==> config.mk <==
export PLATFORM = sky130hd
export DESIGN_NAME = reg_file_wb
export DESIGN_NICKNAME = d
export VERILOG_FILES = /design/src/rtl/core_pkg.sv /design/src/rtl/wb_mux.sv /design/src/rtl/reg_file_wb.sv
export SDC_FILE = /design/constraint.sdc
export NUM_CORES = 1
export LEC_CHECK = 0
export CORE_MARGIN = 2
export CORE_UTILIZATION = 45
export DETAILED_ROUTE_END_ITERATION = 8
export PLACE_DENSITY = 0.8
export SYNTH_ARGS = -nofsm -noshare
export SYNTH_HDL_FRONTEND = slang
export SYNTH_SLANG_ARGS = --single-unit
==> constraint.sdc <==
create_clock -name clk -period 4.9 [get_ports clk]
set_input_delay 0.49 -clock clk [delete_from_list [all_inputs] [get_ports clk]]
set_output_delay 0.49 -clock clk [all_outputs]
set_load 0.01 [all_outputs]
==> src/rtl/core_pkg.sv <==
// Constants shared by the control unit and the register file / write-back.
// Select encodings, instruction field positions and datapath sizes.
package core_pkg;

   localparam int DATA_W   = 16;
   localparam int NREG     = 8;
   localparam int AW       = $clog2(NREG);
   localparam int LINK_REG = 7;

   localparam logic [1:0] REG_DEST_RT   = 2'b00;
   localparam logic [1:0] REG_DEST_RD   = 2'b01;
   localparam logic [1:0] REG_DEST_LINK = 2'b10;

   localparam logic [1:0] WB_SEL_ALU = 2'b00;
   localparam logic [1:0] WB_SEL_MEM = 2'b01;
   localparam logic [1:0] WB_SEL_PC2 = 2'b10;

   localparam int RS_LSB = 10;
   localparam int RT_LSB = 7;
   localparam int RD_LSB = 4;

endpackage

==> src/rtl/wb_mux.sv <==
// Write-back selection: picks destination register and write data.
// Reserved select code 11 falls back to rt / alu_result.
module wb_mux
   import core_pkg::*;
#(
   parameter int DW   = DATA_W,
   parameter int AWD  = AW,
   parameter int LINK = LINK_REG
) (
   input  logic [AWD-1:0] rt,
   input  logic [AWD-1:0] rd,
   input  logic [1:0]     reg_dest,
   input  logic [1:0]     mem_to_reg,
   input  logic [DW-1:0]  alu_result,
   input  logic [DW-1:0]  mem_rdata,
   input  logic [DW-1:0]  pc_plus2,
   output logic [AWD-1:0] waddr,
   output logic [DW-1:0]  wdata
);

   localparam logic [AWD-1:0] LINK_A = AWD'(LINK);

   // Destination register select
   always_comb begin
      waddr = rt;
      case (reg_dest)
         REG_DEST_RD:   waddr = rd;
         REG_DEST_LINK: waddr = LINK_A;
         default:       waddr = rt;
      endcase
   end

   // Write data select
   always_comb begin
      wdata = alu_result;
      case (mem_to_reg)
         WB_SEL_MEM: wdata = mem_rdata;
         WB_SEL_PC2: wdata = pc_plus2;
         default:    wdata = alu_result;
      endcase
   end

endmodule

==> src/rtl/reg_file_wb.sv <==
// Eight-entry register file with write-back commit and write counter.
// R0 is hardwired to zero; reads see the pre-edge value (no bypass).
module reg_file_wb
   import core_pkg::*;
#(
   parameter int DATA_W   = core_pkg::DATA_W,
   parameter int NREG     = core_pkg::NREG,
   parameter int LINK_REG = core_pkg::LINK_REG
) (
   input  logic              clk,
   input  logic              rst_n,
   input  logic [15:0]       instr,
   input  logic [1:0]        reg_dest,
   input  logic [1:0]        mem_to_reg,
   input  logic              reg_wr,
   input  logic [DATA_W-1:0] alu_result,
   input  logic [DATA_W-1:0] mem_rdata,
   input  logic [DATA_W-1:0] pc_plus2,
   output logic [DATA_W-1:0] rs_data,
   output logic [DATA_W-1:0] rt_data,
   input  logic [2:0]        dbg_addr,
   output logic [DATA_W-1:0] dbg_data,
   output logic [15:0]       wr_count
);

   localparam int A = $clog2(NREG);

   logic [DATA_W-1:0] regs [NREG];
   logic [A-1:0]      rs;
   logic [A-1:0]      rt;
   logic [A-1:0]      rd;
   logic [A-1:0]      waddr;
   logic [DATA_W-1:0] wdata;
   logic              we;
   logic              unused_bits;

   assign rs = instr[RS_LSB +: A];
   assign rt = instr[RT_LSB +: A];
   assign rd = instr[RD_LSB +: A];
   assign unused_bits = ^{instr[15:13], instr[3:0]};

   wb_mux #(
      .DW   (DATA_W),
      .AWD  (A),
      .LINK (LINK_REG)
   ) u_wb_mux (
      .rt         (rt),
      .rd         (rd),
      .reg_dest   (reg_dest),
      .mem_to_reg (mem_to_reg),
      .alu_result (alu_result),
      .mem_rdata  (mem_rdata),
      .pc_plus2   (pc_plus2),
      .waddr      (waddr),
      .wdata      (wdata)
   );

   assign we = reg_wr && (waddr != '0);

   // Register array commit; R0 is never written
   always_ff @(posedge clk or negedge rst_n) begin
      if (!rst_n) begin
         for (int i = 0; i < NREG; i++) regs[i] <= '0;
      end else if (we) begin
         regs[waddr] <= wdata;
      end
   end

   // Committed-write counter, wraps freely
   always_ff @(posedge clk or negedge rst_n) begin
      if (!rst_n) wr_count <= '0;
      else if (we) wr_count <= wr_count + 16'd1;
   end

   assign rs_data  = (rs == '0) ? '0 : regs[rs];
   assign rt_data  = (rt == '0) ? '0 : regs[rt];
   assign dbg_data = (dbg_addr[A-1:0] == '0) ? '0 : regs[dbg_addr[A-1:0]];

endmodule
After elaboration in Yosys (flattened, before gate mapping)
Cells that the tools add are included.
{"block": "classes", "magnitude_cmp": 5, "n_addsub": 1, "bitwise": 4, "muxes": 17, "reduce_logical": 6, "eq_ne": 4}
{"operator": "$mux 16", "count": 10}
{"operator": "$bmux 16 s3", "count": 3}
{"operator": "$bwmux 128", "count": 1}
{"operator": "$demux 16 s3", "count": 1}
{"operator": "$pmux 16 s2", "count": 1}
{"operator": "$add 16x1->16 const B", "count": 1}
{"operator": "$ge 4x4->1 const B", "count": 4}
{"operator": "$not 3->4", "count": 4}
{"operator": "$logic_not 3->1", "count": 3}
{"operator": "$pmux 3 s2", "count": 1}
{"operator": "$eq 2x1->1 const B", "count": 2}
{"operator": "$eq 2x2->1 const B", "count": 2}
{"operator": "$lt 4x1->1 const B", "count": 1}
{"operator": "$reduce_bool 3->1", "count": 1}
{"operator": "$logic_and 1x1->1", "count": 2}
{"block": "word_totals", "inputBits": 74, "output_inout_bits": 64, "regBits": 144, "wordCells": 46}

Logic depth before layout (Yosys ltp)
Gate-level depths: netlist of the first run.
{"block": "depth", "ltp_word": 8, "mapped_depth": 9, "mapped_depth_nobuf": 7}

Hierarchy
Synthesis of the first run repeated with hierarchy kept, for this count alone.
{"block": "hier_totals", "hier_cells": 664, "area_unflattened_um2": 8100.3}
{"module": "reg_file_wb", "instances": 1, "area_per_inst_um2": 7607.3, "cells_each": 592}
{"module": "wb_mux", "instances": 1, "area_per_inst_um2": 493.0, "cells_each": 72}

Worst setup path after synthesis of the first run
No wires, ideal clock.
{"block": "synth_path", "path_type": "input to register", "from": "input reg_dest[0]", "to": "register regs[21] (netlist name)", "t_arrival_ps": 2441, "path_slack_ps": 2334, "required_ps": 4775, "cell_stages": 9, "setup_time_ps": 125, "cell_sequence": "inv_1 -> ha_1 -> a211o_1 -> nand2_1 -> nand2_1 -> or4_1 -> buf_6 -> buf_6 -> mux2_4"}
{"block": "synth_between", "elab_chain_len": 8}
{"item": "start: declaration", "line": "reg_file_wb.sv:13", "source": "input logic [1:0] reg_dest,"}
{"item": "$eq 2x2->1 / $eq 2x1->1 (equally long branches)", "line": "wb_mux.sv:26", "source": "case (reg_dest)"}
{"item": "$pmux 3 s2 *", "line": "wb_mux.sv:26"}
{"item": "$not 3->4 (implied by the code)", "line": "reg_file_wb.sv:65", "source": "regs[waddr] <= wdata;"}
{"item": "$ge 4x4->1 (implied by the code) / $lt 4x1->1 (equally long branches)", "line": "reg_file_wb.sv:65"}
{"item": "$logic_and 1x1->1 (implied by the code)", "line": "reg_file_wb.sv:65"}
{"item": "$mux 16 (implied by the code)", "line": "reg_file_wb.sv:65"}
{"item": "$demux 16 s3", "line": "reg_file_wb.sv:65"}
{"item": "$bwmux 128", "line": "reg_file_wb.sv:65"}
{"item": "end signal: indexed assignment", "line": "reg_file_wb.sv:65"}
{"item": "end: declaration", "line": "reg_file_wb.sv:28", "source": "logic [DATA_W-1:0] regs [NREG];"}
Mark *: on every way between the ends. The rest lies on a longest branch, timed or not.
A chain may end at the register's enable or synchronous reset.

Final worst setup path of the first run
{"block": "layout_path", "from": "input instr[8]", "to": "output rt_data[5]"}
{"block": "layout_between", "elab_chain_len": 5}
{"item": "start: declaration", "line": "reg_file_wb.sv:12", "source": "input logic [15:0] instr,"}
{"item": "$not 3->4 (implied by the code)", "line": "reg_file_wb.sv:76", "source": "assign rt_data = (rt == '0) ? '0 : regs[rt];"}
{"item": "$bmux 16 s3", "line": "reg_file_wb.sv:76"}
{"item": "$mux 16 (implied by the code) (2 in a row)", "line": "reg_file_wb.sv:76"}
{"item": "$mux 16 *", "line": "reg_file_wb.sv:76"}
{"item": "end: declaration", "line": "reg_file_wb.sv:20", "source": "output logic [DATA_W-1:0] rt_data,"}
Mark *: on every way between the ends. The rest lies on a longest branch, timed or not. The select of a mux whose other input is x is not followed.

==> results of run 1 <==
==> path summary, 6_finish.rpt <==
kind / to / slack, ns / cells after the start
worst min register to register: regs[122]$_DFFE_PN0P_ / 0.38 / 0
min in group clk: regs[122]$_DFFE_PN0P_ / 0.38 / 0
worst max-delay path: rt_data[5] / 1.21 / 6
max in group asynchronous: regs[88]$_DFFE_PN0P_ / 3.69 / 2
worst max register to register: wr_count[13]$_DFFE_PN0P_ / 3.18 / 5
worst min-delay path: regs[19]$_DFFE_PN0P_ / 0.1 / 1
==> sequential cells by signal, summed over array words and instances, names as in the netlist <==
name and flops:
wr_count 16, regs 115
==> logic make-up (layout without fill, tap and decap cells) <==
kind of cell | count (synthesis) | count (layout) | share of synthesized area (%)
AO/OA/AOI/OAI | 137 | 137 | 11.4
XOR/XNOR | 15 | 15 | 1.62
adder cells (fa/ha/maj) | 6 | 6 | 0.926
buffers and inverters | 93 | 218 | 4.66
flip-flops | 131 | 131 | 40.5
multiplexers | 209 | 209 | 36.1
AND/OR/NAND/NOR | 84 | 84 | 4.82
==> power breakdown <==
part | leakage [nW] | switching (mW) | internal, mW | total [mW]
Sequential | 1.67 | 0.440 | 1.52 | 1.96
Clock | 0.291 | 0.458 | 0.846 | 1.30
Combinational | 2.31 | 0.682 | 1.16 | 1.84
==> cell usage after synthesis (6+ instances only) <==
cell type    n
nand4_1      8
o21ai_0     31
mux2_4      10
mux2_2     131
a21oi_1     30
nor2_1       9
mux2_1      16
nand2b_1     7
nand3_1      6
dfrtp_1    131
buf_2       11
a221oi_1    32
clkbuf_1    41
xnor2_1     12
nand2_1     42
ha_1         6
mux4_2      48
inv_1       35
a22oi_1     32
==> worst max-delay path, cell delays in order <==
cell and delay [ns]:
clkdlybuf4s50_1 1.15, buf_4 0.42, mux4_2 0.35, nand2_1 0.07, o21ai_0 0.17, clkdlybuf4s50_1 0.53
==> cell usage in the layout, fill, tap and decap left out, types with 7 or more instances in the layout <==
cell type / Yosys / final
a221oi_1: 32 / 32
mux4_2: 48 / 48
inv_1: 35 / 35
nand4_1: 8 / 8
dfrtp_1: 131 / 131
mux2_2: 131 / 131
buf_4: 0 / 22
clkdlybuf4s50_1: 0 / 126
xnor2_1: 12 / 12
a22oi_1: 32 / 32
nor2_1: 9 / 9
nand2b_1: 7 / 7
clkbuf_16: 0 / 17
mux2_1: 16 / 16
mux2_4: 10 / 10
a21oi_1: 30 / 30
o21ai_0: 31 / 31
nand2_1: 42 / 42
==> metrics by stage <==
step / total power, mW / hold WS, ns
final: 5.10 / 0.0993
after global routing: 5.37 / 0.155
after CTS: 5.10 / 0.130
after detailed placement: 3.79 / 0.363
after global placement: 3.70 / 0.361
after floorplan: 3.08 / 0.194
==> area by class of cell <==
class / instances / area share, %
Clock buffer: 21 / 4.32
Timing Repair Buffer: 151 / 14.2
Sequential cell: 131 / 32.2
Tap cell: 229 / 2.81
Clock inverter: 11 / 1.57
Multi-Input combinational cell: 451 / 43.7
Inverter: 35 / 1.29
==> per-layer routing <==
layer | wire (um) | vias up
met1 | 9350 | 3185
met4 | 697 | 0
met2 | 10600 | 305
met5 | 0 | -
met3 | 1360 | 56
li1 | - | 2783
==> reports/qor.csv, run 1 <==
metric,value,unit
RSZ-0062 raised after global routing,no,
total global routing overflow,0,
Die Y,138,um
CP Launch Point,instr[8],
Via density,6.15,
largest net degree at the start of global routing,52,
worst-margin pin slew,1.08,ns
ys async rst share,100,%
H-tree Lvls,4,
# hold bufs at CTS,0,
share of cells above drive strength 1,30.3,%
Mapped Area,8100,sq um
clock-pin slew on the worst setup and hold paths,0.05,ns
num rows,49,
core footprint,17800,sq um
synthesized area per cell,12.0,sq um
CP arrival,3.20,ns
post-synth top area share,40.5,%
Total GRT Usage,23.6,%
Synth Warn #,0,
Fill cells,1408,
# Max-Cap Violations,0,
vias in the first global route,6386,
met3 Use GR,4.40,%
worst vdd ir,301,uV
post-synthesis sequential area ratio,40.5,%
I/O Buffers,130,
min setup slack post-route,1.21,ns
Post-Layout Cell Count,1029,
cells after synthesis,675,
Fmax,0.271,GHz
outcome,"finished, final reports clean",
Storage cell area,3280,sq um
Final Hold Vio Count,0,
worst-path fanout max,21,
Period minus WS final,3.69,ns
Iter 0 DRT Violations,473,
Clock Path Buffers,2,
Setup CP Type,in -> out,
grt met2 use,37.4,%
nets@finish,867,
beginning of the worst register-to-register path,wr_count[3]$_DFFE_PN0P_,
GRT met1 Usage,32.4,%
Final setup viols,0,
number of setup buffers added after CTS,0,
post-synth cell types,34,
first-pass GRT wire length,35.6,mm
die width,138,um
synthesis-stage register bit count,131,
HPWL after detailed placement,14.1,mm
area occupied by multi-input gates,4450,sq um
IO Count,138,
post-route cell area,10200,sq um
Pre-antenna DRT Iters,5,
root buffer cell,clkbuf_16,
Initial Util,45.4,%
via count,6329,
power per cell area,501,nW/um^2
dominant synthesized flop cell,dfrtp_1,
CTS tree,yes,
syn_nets,755,
pre-CTS setup slack,1.27,ns
max_slew headroom,27.3,%
"Slew Viols, Final",0,
Layout area overhead,25.7,%
leading area contributor after synthesis,dfrtp_1,
# diodes,0,
CP Launch Type,input port,
Post-DP Area,9580,sq um
Area contributors post-synth,"dfrtp_1 40%, mux2_2 18%, mux4_2 13%, a221oi_1 3.5%, a22oi_1 3.0%",
"EDFF count, synth",0,
antenna violations before repair,0,
Clock Sinks,131,
DRC violations left,0,
CP required,4.41,ns
leakage power,4.27,nW
fin crit share,75.3,%
setup_tns,0,ns
die footprint,19100,sq um
dpl cells,997,
remaining antenna violation count after routing,0,
drt wl/cell,21.4,um
final core occ,57.1,%
gr busiest metal,met2,
Hold WC Path Type,in -> async,
GPL Wtd Cong,0.788,
final wirelength,22.0,mm
crit end category,output port,
clock skew,0.00228,ns
post-cts gate resize count,0,
worst skew pair latency,0.42,ns
Num CTS Buffers,17,
Note: power is estimated with default switching activity, not from simulation.
==> run 2: changes to the inputs <==
Clock period 4.9 ns to 3.76 ns, I/O delays scaled along.
==> run 2 against run 1 <==
First-iteration DRC count increased by 31%. Design area increased by 1.3%. Via count increased by 2.5%. Register-to-register slack got worse by 1.1 ns. Final cell count increased by 0.78%. Clock-buffer cell count decreased by 1. Clock skew increased by 0.0053 ns. Die area unchanged. Power increased by 33%. Setup slack got worse by 0.54 ns. Core utilization increased by 0.75 points. Critical path type unchanged. Critical endpoint is now rs_data[6]. Largest cell class unchanged.
==> reports/qor.csv, run 2 (synthesis gave the netlist of run 1 again) <==
metric,value,unit,change
outcome,"finished, final reports clean",,
max FFs per register,115,,unchanged
# hold bufs at CTS,0,,unchanged
Post-Layout Cell Count,1037,,+0.78%
CP required,3.38,ns,-1.03 ns
# Max-Cap Violations,0,,unchanged
final hold slack,0.0325,ns,-0.0668 ns
die footprint,19100,sq um,unchanged
top flop regs,"regs x115, wr_count x16",,
Clock Path Buffers,2,,unchanged
Fill cells,1382,,-1.8%
via count,6490,,+2.5%
HPWL after detailed placement,14.4,mm,+2.3%
clock skew,0.00754,ns,+0.00526 ns
IO Count,138,,unchanged
Final Hold Vio Count,0,,unchanged
setup_tns,0,ns,unchanged
number of setup buffers added after CTS,0,,unchanged
leakage power,4.34,nW,+1.7%
Iter 0 DRT Violations,621,,+31%
DRC violations left,0,,unchanged
die width,138,um,unchanged
power per cell area,657,nW/um^2,+31%
most flop-heavy register,regs,,
Pre-antenna DRT Iters,6,,+1
nets@finish,876,,+1.0%
Final setup viols,0,,unchanged
max_slew headroom,22.4,%,-4.9 points
Period minus WS final,3.09,ns,
worst-margin pin slew,1.15,ns,+0.0728 ns
worst vdd ir,361,uV,+20%
Fmax,0.324,GHz,
first-pass GRT wire length,36.1,mm,+1.5%
drt wl/cell,21.6,um,+1.2%
Via density,6.26,,+1.8%
final wirelength,22.4,mm,+1.9%
H-tree Lvls,4,,unchanged
CP arrival,2.71,ns,-0.49 ns
Num CTS Buffers,17,,unchanged
GPL Wtd Cong,0.812,,+3.1%
num rows,49,,unchanged
final core occ,57.8,%,+0.75 points
# diodes,0,,unchanged
root buffer cell,clkbuf_16,,
largest net degree at the start of global routing,60,,+15%
RSZ-0062 raised after global routing,no,,
vias in the first global route,6571,,+2.9%
worst skew pair latency,0.42,ns,about the same
core footprint,17800,sq um,unchanged
CP Launch Type,input port,,
crit end category,output port,,
antenna violations before repair,0,,unchanged
"Slew Viols, Final",0,,unchanged
pre-CTS setup slack,0.696,ns,-0.574 ns
worst-path fanout max,14,,-33%
share of cells above drive strength 1,31.4,%,+1.2 points
Initial Util,45.4,%,unchanged
fin crit share,82.2,%,
Setup CP Type,in -> out,,
post-cts gate resize count,0,,unchanged
most frequent cells in the layout,"131 x mux2_2, 131 x dfrtp_1, 126 x clkdlybuf4s50_1",,
remaining antenna violation count after routing,0,,unchanged
Hold WC Path Type,in -> async,,
Die Y,138,um,unchanged
Layout area overhead,27.3,%,
min setup slack post-route,0.669,ns,-0.542 ns
dpl cells,1006,,+0.90%
total global routing overflow,0,,unchanged
I/O Buffers,130,,unchanged
Total GRT Usage,23.9,%,+0.28 points
Clock Sinks,131,,unchanged
clock-pin slew on the worst setup and hold paths,0.06,ns,about the same
CTS tree,yes,,
## run 2: routing by layer
metal | vias to the layer above | wire, um | track usage [%]
met5 | - | 0 | 0
met4 | 0 | 646 | 9.08
met3 | 63 | 1560 | 5.33
met2 | 345 | 11000 | 38.7
met1 | 3274 | 9220 | 31.6
li1 | 2808 | - | -
## run 2: where the power goes
group / leakage, nW / internal (mW) / switching [mW]
sequential: 1.67 / 1.97 / 0.594
clock: 0.309 / 1.16 / 0.619
combinational: 2.36 / 1.52 / 0.908
## run 2: area by class of cell
cell class / count / area (sq um) / share of cell area (%)
multi-input cells: 451 / 4450 / 43.1
well taps: 229 / 287 / 2.78
inverters: 35 / 131 / 1.27
clock inverters: 11 / 175 / 1.70
clock buffers: 20 / 467 / 4.52
flip-flops and latches: 131 / 3280 / 31.8
repair buffers: 160 / 1530 / 14.9
## run 2: path summary, 6_finish.rpt
path	cells past startpoint	start	slack (ns)	end
worst max-delay path	6	instr[11]	0.67	rs_data[6]
worst min-delay path	1	rst_n	0.03	wr_count[10]$_DFFE_PN0P_
worst max register to register	5	wr_count[3]$_DFFE_PN0P_	2.13	wr_count[11]$_DFFE_PN0P_
worst min register to register	0	regs[125]$_DFFE_PN0P_	0.38	regs[125]$_DFFE_PN0P_
max in group asynchronous	2	rst_n	2.88	regs[90]$_DFFE_PN0P_
min in group clk	0	regs[125]$_DFFE_PN0P_	0.38	regs[125]$_DFFE_PN0P_
## run 2: worst max-delay path: stages
cell             delay (ns)
clkdlybuf4s50_1        0.70
buf_4                  0.34
mux2_2                 0.36
a221oi_1               0.27
a21oi_1                0.13
clkdlybuf4s50_1        0.53
## run 2: metrics by stage
step / power (mW) / instance area [sq um]
floorplan: 4.01 / 8100
global placement: 4.82 / 9680
detailed placement: 4.94 / 9680
CTS: 6.76 / 10300
global route: 7.12 / 10300
finish: 6.78 / 10300
==> run 3: changes to the inputs <==
Settings changed: PLACE_DENSITY 0.8 to 0.83.
Clock period 3.76 ns to 2.64 ns, I/O delays scaled along.
==> run 3 against run 2 <==
Routed wire length is 6.6% higher. Core utilization is 2.3 points higher. Power is 43% higher. Via count is 3.3% higher. Clock skew is 0.0014 ns lower. Sequential share of layout area is 1.2 points lower. Non-clock buffer count is 38 higher. Final cell count is 3.8% higher. Clock-buffer cell count is 1 lower. Critical path type unchanged.
==> reports/qor.csv, run 3 (synthesis gave the netlist of run 1 again) <==
metric,value,unit,change
Post-Layout Cell Count,1076,,+3.8%
vias in the first global route,7057,,+7.4%
Hold WC Path Type,in -> async,,
CP arrival,2.16,ns,-0.55 ns
nets@finish,914,,+4.3%
first-pass GRT wire length,38.6,mm,+6.9%
Via density,6.23,,-0.40%
antenna violations before repair,1,,+1
met3 routed WL,2.16,mm,+39%
total global routing overflow,0,,unchanged
worst skew pair latency,0.41,ns,about the same
GPL Wtd Cong,0.852,,+4.9%
num rows,49,,unchanged
HPWL after detailed placement,15.9,mm,+9.9%
leakage power,4.56,nW,+5.1%
drt wl/cell,22.2,um,+2.8%
crit end category,output port,,
Pwr Total,9.68,mW,+43%
core footprint,17800,sq um,unchanged
CP required,2.38,ns,-1.00 ns
fin crit share,91.9,%,
Total GRT Usage,25.5,%,+1.7 points
met1 WL,8.93,mm,-3.1%
final hold slack,0.370,ns,+0.338 ns
WL met2,12.0,mm,+9.5%
outcome,"finished, final reports clean",,
I/O Buffers,130,,unchanged
Layout area overhead,32.3,%,
Clock Path Buffers,2,,unchanged
root buffer cell,clkbuf_16,,
Pre-antenna DRT Iters,5,,-1
H-tree Lvls,4,,unchanged
Iter 0 DRT Violations,840,,+35%
share of cells above drive strength 1,34.6,%,+3.2 points
Num CTS Buffers,17,,unchanged
clock skew,0.00619,ns,-0.00135 ns
# Max-Cap Violations,0,,unchanged
most flop-heavy register,regs,,
Final Hold Vio Count,0,,unchanged
Fmax,0.412,GHz,
CP Launch Type,input port,,
via count,6707,,+3.3%
die width,138,um,unchanged
worst-path fanout max,3,,-11
DRC violations left,0,,unchanged
max FFs per register,115,,unchanged
final wirelength,23.9,mm,+6.6%
IO Count,138,,unchanged
worst-margin pin slew,0.953,ns,-0.199 ns
worst vdd ir,529,uV,+47%
"Slew Viols, Final",0,,unchanged
Fill cells,1320,,-4.5%
Period minus WS final,2.43,ns,
largest net degree at the start of global routing,69,,+15%
remaining antenna violation count after routing,0,,unchanged
Final setup viols,0,,unchanged
top flop regs,"regs x115, wr_count x16",,
max_slew headroom,35.8,%,+13 points
RSZ-0062 raised after global routing,no,,
dpl cells,1043,,+3.7%
Die Y,138,um,unchanged
CTS tree,yes,,
min setup slack post-route,0.213,ns,-0.456 ns
number of setup buffers added after CTS,0,,unchanged
pre-CTS setup slack,-0.165,ns,-0.861 ns
final core occ,60.1,%,+2.3 points
Initial Util,45.4,%,unchanged
Setup CP Type,in -> out,,
DR top layer,met4,,
most frequent cells in the layout,"131 x mux2_2, 131 x dfrtp_1, 123 x clkdlybuf4s50_1",,
power per cell area,903,nW/um^2,+37%
die footprint,19100,sq um,unchanged
Clock Sinks,131,,unchanged
clock-pin slew on the worst setup and hold paths,0.06,ns,about the same
## run 3: cell types whose count changed in the layout (fill, tap and decap cells not counted), sizes merged
cell	delta
dlymetal6s2s	+2
buf	+37
clkdlybuf4s50	-3
clkbuf	-1
bufinv	-2
dlygate4sd3	+1
clkinvlp	+4
dlygate4sd2	+1
inv	-1
diode	+1
## run 3: power by group
part	internal (mW)	total [mW]	switching [mW]
Combinational	2.26	3.64	1.38
Clock	1.43	2.32	0.883
Sequential	2.81	3.73	0.916
## run 3: per-layer routing
| metal | vias up | track usage [%] |
|---|---|---|
| met3 | 67 | 5.02 |
| met5 | - | 0 |
| li1 | 2891 | - |
| met4 | 0 | 11.8 |
| met2 | 442 | 42.6 |
| met1 | 3307 | 32.3 |
## run 3: critical path, stage by stage
cell and delay [ns]:
clkdlybuf4s50_1 0.56, nor2b_2 0.29, a221oi_1 0.13, a311oi_1 0.32, clkdlybuf4s50_1 0.60
## run 3: stage by stage
stage / setup TNS (ns) / cell area [sq um]
final: 0 / 10700
after global placement: -1.80 / 10100
after CTS: 0 / 10700
after floorplan: 0 / 8100
after detailed placement: -2.31 / 10100
after global routing: 0 / 10700
## run 3: cell type report
class                      instances  area, sq um  share of cell area, %
clock buffer                      19          453                   4.22
timing repair buffer             198         1970                   18.4
multi-input combinational        451         4470                   41.7
clock inverter                    12          133                   1.24
tap                              229          287                   2.67
inverter                          35          131                   1.23
antenna                            1         2.50                 0.0233
sequential                       131         3280                   30.6
## run 3: what timing repair did
action / in CTS / in global routing
resized for setup: 2 / 6
gates cloned: 0 / 0
endpoints found under the setup margin: 2 / 17
endpoints found under the hold margin: 38 / 0
hold buffers: 1 / 0
pin swaps: 0 / 0
## run 3: worst paths after layout
| path | slack (ns) | to | startpoint | depth (start not counted) |
|---|---|---|---|---|
| max | 0.21 | rt_data[10] | instr[9] | 5 |
| min in group clk | 0.39 | regs[125]$_DFFE_PN0P_ | regs[125]$_DFFE_PN0P_ | 0 |
| max reg2reg | 1.01 | wr_count[15]$_DFFE_PN0P_ | wr_count[3]$_DFFE_PN0P_ | 5 |
| max in group asynchronous | 1.51 | regs[29]$_DFFE_PN0P_ | rst_n | 3 |
| min | 0.37 | regs[19]$_DFFE_PN0P_ | rst_n | 2 |
| min reg2reg | 0.39 | regs[125]$_DFFE_PN0P_ | regs[125]$_DFFE_PN0P_ | 0 |
